`config.mk`:
```
export PLATFORM = sky130hd
export DESIGN_NAME = nibble_add_sequencer
export DESIGN_NICKNAME = d
export VERILOG_FILES = /design/src/rtl/nibble_seq_pkg.sv /design/src/rtl/nibble_adder.sv /design/src/rtl/nibble_add_sequencer.sv
export SDC_FILE = /design/constraint.sdc
export NUM_CORES = 1
export LEC_CHECK = 0
export ABC_AREA = 1
export CORE_ASPECT_RATIO = 0.7
export CORE_MARGIN = 8
export CORE_UTILIZATION = 40
export DETAILED_ROUTE_END_ITERATION = 6
export DONT_BUFFER_PORTS = 1
export PLACE_DENSITY = 0.65
export SETUP_SLACK_MARGIN = 0.05
export SYNTH_ARGS = -nofsm -noshare
export SYNTH_HDL_FRONTEND = slang
export SYNTH_SLANG_ARGS = --single-unit
```
`constraint.sdc`:
```
create_clock -name clk -period 3.3 [get_ports clk]
set_input_delay 0.99 -clock clk [delete_from_list [all_inputs] [get_ports clk]]
set_output_delay 0.99 -clock clk [all_outputs]
set_load 0.005 [all_outputs]
```
`src/rtl/nibble_seq_pkg.sv`:
```
// Shared types and constants for the nibble-serial adder sequencer.
// Provides the FSM state enum, the nibble width and a nibble-count helper.
package nibble_seq_pkg;

  localparam int NIBBLE_W = 4;

  typedef enum logic [1:0] {
    IDLE,
    RUN,
    DONE
  } state_e;

  function automatic int nibble_count(input int width);
    return width / NIBBLE_W;
  endfunction

endpackage

```
`src/rtl/nibble_adder.sv`:
```
// Combinational 4-bit adder shared by the sequencer.
// Ports: x, y, cin in; sum[3:0], cout out.
module nibble_adder
  import nibble_seq_pkg::*;
(
  output logic [NIBBLE_W-1:0] sum,
  output logic                cout,
  input  logic [NIBBLE_W-1:0] x,
  input  logic [NIBBLE_W-1:0] y,
  input  logic                cin
);

  assign {cout, sum} = {1'b0, x}
                     + {1'b0, y}
                     + {{NIBBLE_W{1'b0}}, cin};

endmodule

```
`src/rtl/nibble_add_sequencer.sv`:
```
// Multi-cycle WIDTH-bit adder: one 4-bit adder walked LSB nibble first.
// Ports: clk, rst_n, start, a, b, cin, [sub] in; busy, done, sum, cout out.
// Define NIBBLE_SEQ_SUB_EN to add the sub port (a - b via ~b + 1).
module nibble_add_sequencer
  import nibble_seq_pkg::*;
#(
  parameter int WIDTH = 16
) (
  input  logic             clk,
  input  logic             rst_n,
  input  logic             start,
  input  logic [WIDTH-1:0] a,
  input  logic [WIDTH-1:0] b,
  input  logic             cin,
`ifdef NIBBLE_SEQ_SUB_EN
  input  logic             sub,
`endif
  output logic             busy,
  output logic             done,
  output logic [WIDTH-1:0] sum,
  output logic             cout
);

  localparam int N  = nibble_count(WIDTH);
  localparam int IW = (N > 1) ? $clog2(N) : 1;
  localparam logic [IW-1:0] LAST = IW'(N - 1);

  state_e               r_state;
  logic [IW-1:0]        r_idx;
  logic [WIDTH-1:0]     r_a;
  logic [WIDTH-1:0]     r_b;
  logic [WIDTH-1:0]     r_sum;
  logic                 r_carry;
  logic                 r_cout;

  logic [WIDTH-1:0]     w_b_in;
  logic                 w_c_in;
  logic [NIBBLE_W-1:0]  w_x;
  logic [NIBBLE_W-1:0]  w_y;
  logic [NIBBLE_W-1:0]  w_s;
  logic                 w_c;

`ifdef NIBBLE_SEQ_SUB_EN
  // Subtract folds into the add path: invert b, force carry-in.
  assign w_b_in = sub ? ~b : b;
  assign w_c_in = sub | cin;
`else
  assign w_b_in = b;
  assign w_c_in = cin;
`endif

  always_comb begin
    w_x = '0;
    w_y = '0;
    for (int k = 0; k < N; k++) begin
      if (r_idx == IW'(k)) begin
        w_x = r_a[k*NIBBLE_W +: NIBBLE_W];
        w_y = r_b[k*NIBBLE_W +: NIBBLE_W];
      end
    end
  end

  nibble_adder u_add (
    .sum  (w_s),
    .cout (w_c),
    .x    (w_x),
    .y    (w_y),
    .cin  (r_carry)
  );

  always_ff @(posedge clk or negedge rst_n) begin
    if (!rst_n) begin
      r_state <= IDLE;
      r_idx   <= '0;
      r_a     <= '0;
      r_b     <= '0;
      r_sum   <= '0;
      r_carry <= 1'b0;
      r_cout  <= 1'b0;
    end else begin
      unique case (r_state)
        IDLE: begin
          if (start) begin
            r_a     <= a;
            r_b     <= w_b_in;
            r_carry <= w_c_in;
            r_idx   <= '0;
            r_state <= RUN;
          end
        end
        RUN: begin
          for (int k = 0; k < N; k++) begin
            if (r_idx == IW'(k)) begin
              r_sum[k*NIBBLE_W +: NIBBLE_W] <= w_s;
            end
          end
          r_carry <= w_c;
          if (r_idx == LAST) begin
            r_cout  <= w_c;
            r_state <= DONE;
          end else begin
            r_idx <= r_idx + 1'b1;
          end
        end
        DONE: r_state <= IDLE;
        default: r_state <= IDLE;
      endcase
    end
  end

  assign busy = (r_state != IDLE);
  assign done = (r_state == DONE);
  assign sum  = r_sum;
  assign cout = r_cout;

endmodule
```
==> reports/summary.txt, run 1 <==
Status -> finished, final reports clean
DR vias/cell -> 4.91
Initial DRC count -> 98
Setup Skew -> 0.00754 ns
Die area -> 9440 um^2
Antenna violations before repair -> 0
FF+latch count, synth -> 54
Layout cells sized above 1 -> 9.84%
Fill count -> 638
Overall Global Routing Usage -> 13.1%
CP dominant cell by count -> nand2_1
Final Max Slew Viols -> 0
Rows -> 24
Largest net degree at the start of global routing -> 55
Buffer count from post-CTS setup fixing -> 0
Post-Syn Area -> 2620 um^2
Startpoint types -> register
Yosys warnings -> 0
WP data arrival -> 2.89 ns
Tot Pwr -> 3.19 mW
Hold Fails Final Rpt -> 0
Die height -> 83.7 um
Die W -> 113 um
Clock buffer depth -> 2
Hold Crit Class -> primary input to asynchronous set/reset pin
Worst Setup Path Type -> register to register
TritonCTS Sinks -> 54
Worst vdd ir -> 0.308 mV
Max FO, Critical Path -> 10
Worst-margin pin slew -> 0.519 ns
I/O pin count -> 55
Global route total overflow -> 0
CTS H-tree lvls -> 2
Cells after DPL -> 385
Total number of vias -> 1930
Crit-path slowest cell -> ha_1
Worst skew pair latency -> 0.31 ns
Avg Inst Size Synth -> 8.29 um^2
Final min period -> 2.69 ns
Crit path required time -> 3.49 ns
Cts hold-fix bufs -> 0
Area added between synthesis and finish -> 5.63%
Area share of the largest cell type after synthesis -> 51.6%
Fmax -> 371 MHz
Global-route wire length before repair -> 10000 um
Fin cells -> 393
Routed Antenna Nets -> 0
Yosys top cell by area -> dfrtp_1
Core Area -> 6280 um^2
CP cell instances -> inv_1 > ha_1 > nand2_1 > nand2_1 > nand2_1 > nand2_1 > nand2_1 > fa_1 > inv_1 > fa_1 > inv_1 > o21ai_0
Slew headroom -> 65.4%
TritonCTS clock tree -> yes
DP Wirelength -> 4450 um
# port buffers -> 0
Critical Path End Type -> register
Routability congestion estimate -> 0.830
CTS clk-pin slew, worst paths -> 0.10 ns
Register area share after synthesis -> 51.6%
Setup TNS -> 0 ns
CTS Root Cell -> clkbuf_8
Library cells used by synthesis -> 23
CTS Buf Count -> 5
Hold WS -> 0.365 ns
Initial Utilization -> 41.7%
Detailed-route DRC error count -> 0
Number of global-route vias before repair -> 2043
LEAKAGE -> 1.47 nW
RSZ-0062 raised after global routing -> false
Fin crit share -> 81.6%
WL per Instance -> 15.2 um
Max cap viols -> 0
WL final -> 5970 um
Setup violations, final -> 0
Synthesized instance count -> 316
Antenna cells -> 0
Nets -> 359
CP peak stage delay -> 0.49 ns
Synthesized Nets -> 361
PwrDens -> 1150 nW/um^2
Resized Gates After CTS -> 0
Largest cells by area after synthesis -> dfrtp_1, nand2_1, ha_1
DR pass1 iterations -> 4
## cell usage after synthesis (all sizes together)
cell type,n
or2,4
nand3,12
o21ai,18
nor2,9
dfrtp,54
xor2,1
buf,9
and2,3
fa,2
a21oi,10
inv,21
nand2,165
a22oi,1
ha,7
## cell usage in the layout (no fill, tap or decap), drive strengths merged
master / synthesis / layout
nand2: 165 / 165
dfrtp: 54 / 54
inv: 21 / 21
o21ai: 18 / 18
nand3: 12 / 12
a21oi: 10 / 10
nor2: 9 / 9
ha: 7 / 7
clkbuf: 0 / 6
or2: 4 / 4
and2: 3 / 3
fa: 2 / 2
a22oi: 1 / 1
xor2: 1 / 1
clkinvlp: 0 / 1
bufinv: 0 / 1
## critical path, delay by kind of cell, from the launching register on
kind	cells	cell delay, ns
buffers and inverters	3	0.38
and+or+nand+nor	5	0.38
adders and majority gates	3	1.29
DFF	1	0.41
AOI/OAI and AO/OA	1	0.11
## state kept, by name (all words and copies together) (netlist names)
| register | count |
|---|---|
| r_idx | 2 |
| r_a | 16 |
| cout | 1 |
| r_b | 16 |
| sum | 16 |
| r_state | 2 |
| r_carry | 1 |
## layer usage
layer | routed length [um] | vias to the layer above | track usage [%]
li1 | - | 976 | -
met1 | 2850 | 886 | 17.5
met2 | 2590 | 62 | 19.8
met3 | 474 | 6 | 4.62
met4 | 47 | 0 | 3.29
met5 | 0 | - | 0
## report_power, final
| group | switching, mW | leakage, nW | internal (mW) |
|---|---|---|---|
| Clock | 0.213 | 0.0514 | 0.227 |
| Sequential | 0.220 | 0.674 | 0.975 |
| Combinational | 1.03 | 0.749 | 0.524 |
| Total | 1.46 | 1.47 | 1.73 |
## layout make-up
cell class	instances	area, um^2	share of cell area (%)
clock buffers	6	72.6	2.62
clock inverters	2	37.5	1.36
inverters	21	83.8	3.03
multi-input cells	232	1120	40.6
flip-flops and latches	54	1350	48.8
well taps	78	97.6	3.53
## stage by stage
stage / util (%) / worst slack (ns) / area (um^2)
floorplan: - / 0.951 / 2620
global placement: 42.3 / 0.672 / 2660
detailed placement: 42.3 / 0.598 / 2660
CTS: 44.1 / 0.603 / 2770
global route: 44.1 / 0.368 / 2770
finish: 44.1 / 0.608 / 2770
## cells by family after synthesis
group / after synthesis / share of synthesized area [%]
AOI/OAI and AO/OA: 29 / 6.07
xor gates and xnor gates: 1 / 0.334
adders and majority gates: 9 / 4.87
buffers and inverters: 30 / 5.49
DFF: 54 / 51.6
and+or+nand+nor: 193 / 31.7
## worst paths after layout
check | startpoint | endpoint | slack (ns) | depth (start not counted)
max in group asynchronous | rst_n | r_a[15] | 2.82 | 0
hold reg to reg | r_a[15] | r_a[15] | 0.49 | 2
setup reg to reg | r_idx[1] | sum[5] | 0.61 | 12
min in group clk | r_a[15] | r_a[15] | 0.49 | 2
setup / recovery | r_idx[1] | sum[5] | 0.61 | 12
hold / removal | rst_n | sum[12] | 0.36 | 0
No activity file was read; power rests on OpenSTA's default activity.
==> inputs of run 2 (changes only) <==
--- a/config.mk
+++ b/config.mk
@@ -11,7 +11,7 @@
 export CORE_UTILIZATION = 40
 export DETAILED_ROUTE_END_ITERATION = 6
 export DONT_BUFFER_PORTS = 1
-export PLACE_DENSITY = 0.65
+export PLACE_DENSITY = 0.67
 export SETUP_SLACK_MARGIN = 0.05
 export SYNTH_ARGS = -nofsm -noshare
 export SYNTH_HDL_FRONTEND = slang
==> constraint.sdc (replaced) <==
create_clock -name clk -period 2.4 [get_ports clk]
set_input_delay 0.72 -clock clk [delete_from_list [all_inputs] [get_ports clk]]
set_output_delay 0.72 -clock clk [all_outputs]
set_load 0.005 [all_outputs]
==> reports/summary.txt, run 2 (synthesized netlist as in run 1, its figures left out) <==
Core Area -> 6280 um^2 (unchanged)
Clock buffer depth -> 2 (unchanged)
DP Wirelength -> 4450 um (about the same)
TritonCTS Sinks -> 54 (unchanged)
Max FO, Critical Path -> 5 (-5)
NetSw -> 2.20 mW (+51%)
Sw Ratio -> 44.4% (-1.4 points)
R2R cell count -> 11 (-1)
Fmax -> 435 MHz (+17%)
Part of the power in the clock network -> 12.4% (-1.4 points)
Final min period -> 2.30 ns (-0.392 ns)
Critical Path End Type -> register
WL final -> 6120 um (+2.6%)
Highest-count cells in the layout ignoring fill and taps -> nand2_1, dfrtp_1, buf_4
LEAKAGE -> 1.56 nW (+5.9%)
Worst-margin pin slew -> 0.528 ns (+0.00844 ns)
TritonCTS clock tree -> yes
Worst vdd ir -> 0.592 mV (+92%)
Detailed-route DRC error count -> 0 (unchanged)
Fin crit share -> 95.8% (+14 points)
Multi-input gate area -> 1200 um^2 (+6.7%)
Die W -> 113 um (unchanged)
Setup TNS -> 0 ns (unchanged)
Status -> finished, final reports clean
DR top layer -> met4
Initial Utilization -> 41.7% (unchanged)
Worst r2r src -> r_idx[1]
Met2 WL -> 2590 um (-0.15%)
Setup Skew -> 0.00846 ns (+0.000918 ns)
Routability congestion estimate -> 0.786 (-5.2%)
Commonest non-fill, non-tap cell in the layout -> nand2_1
DR pass1 iterations -> 4 (unchanged)
Nets -> 378 (+5.3%)
Layout cells sized above 1 -> 21.0% (+11 points)
Crit path required time -> 2.61 ns (-0.88 ns)
Max cap viols -> 0 (unchanged)
DR WL met3 -> 580 um (+22%)
Cts hold-fix bufs -> 0 (unchanged)
Largest net degree at the start of global routing -> 55 (unchanged)
Final Max Slew Viols -> 0 (unchanged)
Rows -> 24 (unchanged)
Comb pwr share -> 54.4% (+5.7 points)
Fill count -> 579 (-9.2%)
Hold Fails Final Rpt -> 0 (unchanged)
Flop-to-flop setup slack -> 0.10 ns (-0.51 ns)
CTS clk-pin slew, worst paths -> 0.10 ns (about the same)
Total number of vias -> 1968 (+2.0%)
Startpoint types -> register
WL per Instance -> 14.9 um (-2.1%)
Global route total overflow -> 0 (unchanged)
CTS Buf Count -> 5 (unchanged)
Internal power of the cells -> 2.75 mW (+59%)
Antenna cells -> 0 (unchanged)
Worst skew pair latency -> 0.32 ns (about the same)
Tot Pwr -> 4.95 mW (+55%)
# port buffers -> 0 (unchanged)
Antenna violations before repair -> 0 (unchanged)
Part of the power in registers -> 33.2% (-4.3 points)
Worst Setup Path Type -> register to register
RSZ-0062 raised after global routing -> true
R2r endpoint -> sum[5]
Die height -> 83.7 um (unchanged)
Hold Crit Class -> primary input to asynchronous set/reset pin
CTS H-tree lvls -> 2 (unchanged)
Initial DRC count -> 82 (-16%)
DR vias/cell -> 4.78 (-2.7%)
Overall Global Routing Usage -> 13.4% (+0.24 points)
Setup violations, final -> 0 (unchanged)
PwrDens -> 1660 nW/um^2 (+44%)
Slew headroom -> 64.8% (-0.61 points)
I/O pin count -> 55 (unchanged)
Number of global-route vias before repair -> 2027 (-0.78%)
Sequential cell area -> 1350 um^2 (+0.19%)
Met1 WL -> 2940 um (+2.9%)
Global-route wire length before repair -> 10200 um (+1.4%)
WP data arrival -> 2.51 ns (-0.38 ns)
Area added between synthesis and finish -> 14.1%
CTS Root Cell -> clkbuf_8
Die area -> 9440 um^2 (unchanged)
Routed Antenna Nets -> 0 (unchanged)
## run 2: cell count changes in the layout (fill, tap and decap cells not counted), moves of 3 or more
cell,change
a21oi_1,-3
a21oi_2,+3
buf_4,+19
ha_1,-4
ha_4,+3
inv_1,-5
inv_2,+4
## run 2: power by group through the flow
| stage | Combinational, mW | Clock (mW) | Sequential [mW] |
|---|---|---|---|
| 6_report | 2.69 | 0.616 | 1.64 |
| 4_1_cts | 2.43 | 0.623 | 1.64 |
| 2_1_floorplan | 1.75 | 0 | 1.55 |
| 3_3_place_gp | 2.32 | 0 | 1.64 |
| 5_1_grt | 3.05 | 0.662 | 1.70 |
| 3_5_place_dp | 2.38 | 0 | 1.65 |
## run 2: through the flow
stage               utilization (%)  instances  instance area, um^2  hold slack, ns  worst slack [ns]
floorplan                         -        316                 2620           0.424            0.0512
detailed placement             44.1        400                 2770           0.427           -0.0744
CTS                            46.1        408                 2890          0.0820            0.0470
finish                         47.6        412                 2990          0.0887             0.100
global placement               44.1        400                 2770           0.428            0.0205
global route                   47.6        412                 2990          0.0639           0.00167
## run 2: layout make-up
type	instances	area share (%)
sequential	54	45.3
multi-input combinational	232	40.1
timing repair buffer	19	4.77
tap	78	3.26
inverter	21	2.89
clock buffer	6	2.43
clock inverter	2	1.26
## run 2: critical path, stage by stage, from the launching register on
cell and delay (ns):
dfrtp_2 0.45, buf_4 0.15, ha_4 0.17, inv_2 0.10
nor2_1 0.05, nor2_1 0.14, a22oi_2 0.10, fa_2 0.37
inv_2 0.07, fa_2 0.43, inv_2 0.10, o21ai_1 0.07
## run 2: worst max path at each step
stage / startpoint / to / slack [ns] / cells after the start
finish: r_idx[1] / sum[5] / 0.10 / 11
global route: r_idx[0] / sum[1] / 0.002 / 14
CTS: r_idx[1] / sum[10] / 0.05 / 13
detailed placement: r_idx[1] / sum[10] / -0.07 / 13
global placement: r_idx[1] / sum[10] / 0.02 / 13
floorplan: r_idx[1] / sum[5] / 0.05 / 14
## run 2: routing by layer
| metal | vias to the layer above | track usage [%] |
|---|---|---|
| met2 | 52 | 19.4 |
| met4 | 0 | 2.56 |
| met1 | 910 | 17.9 |
| met5 | - | 0 |
| met3 | 2 | 6.00 |
| li1 | 1004 | - |
## run 2: repair_timing
| item | in CTS | in global routing |
|---|---|---|
| setup buffers | 0 | 4 |
| gates resized for setup | 6 | 20 |
| pin swaps | 0 | 4 |
| gates cloned | 0 | 0 |
| endpoints found under the setup margin | 14 | 14 |
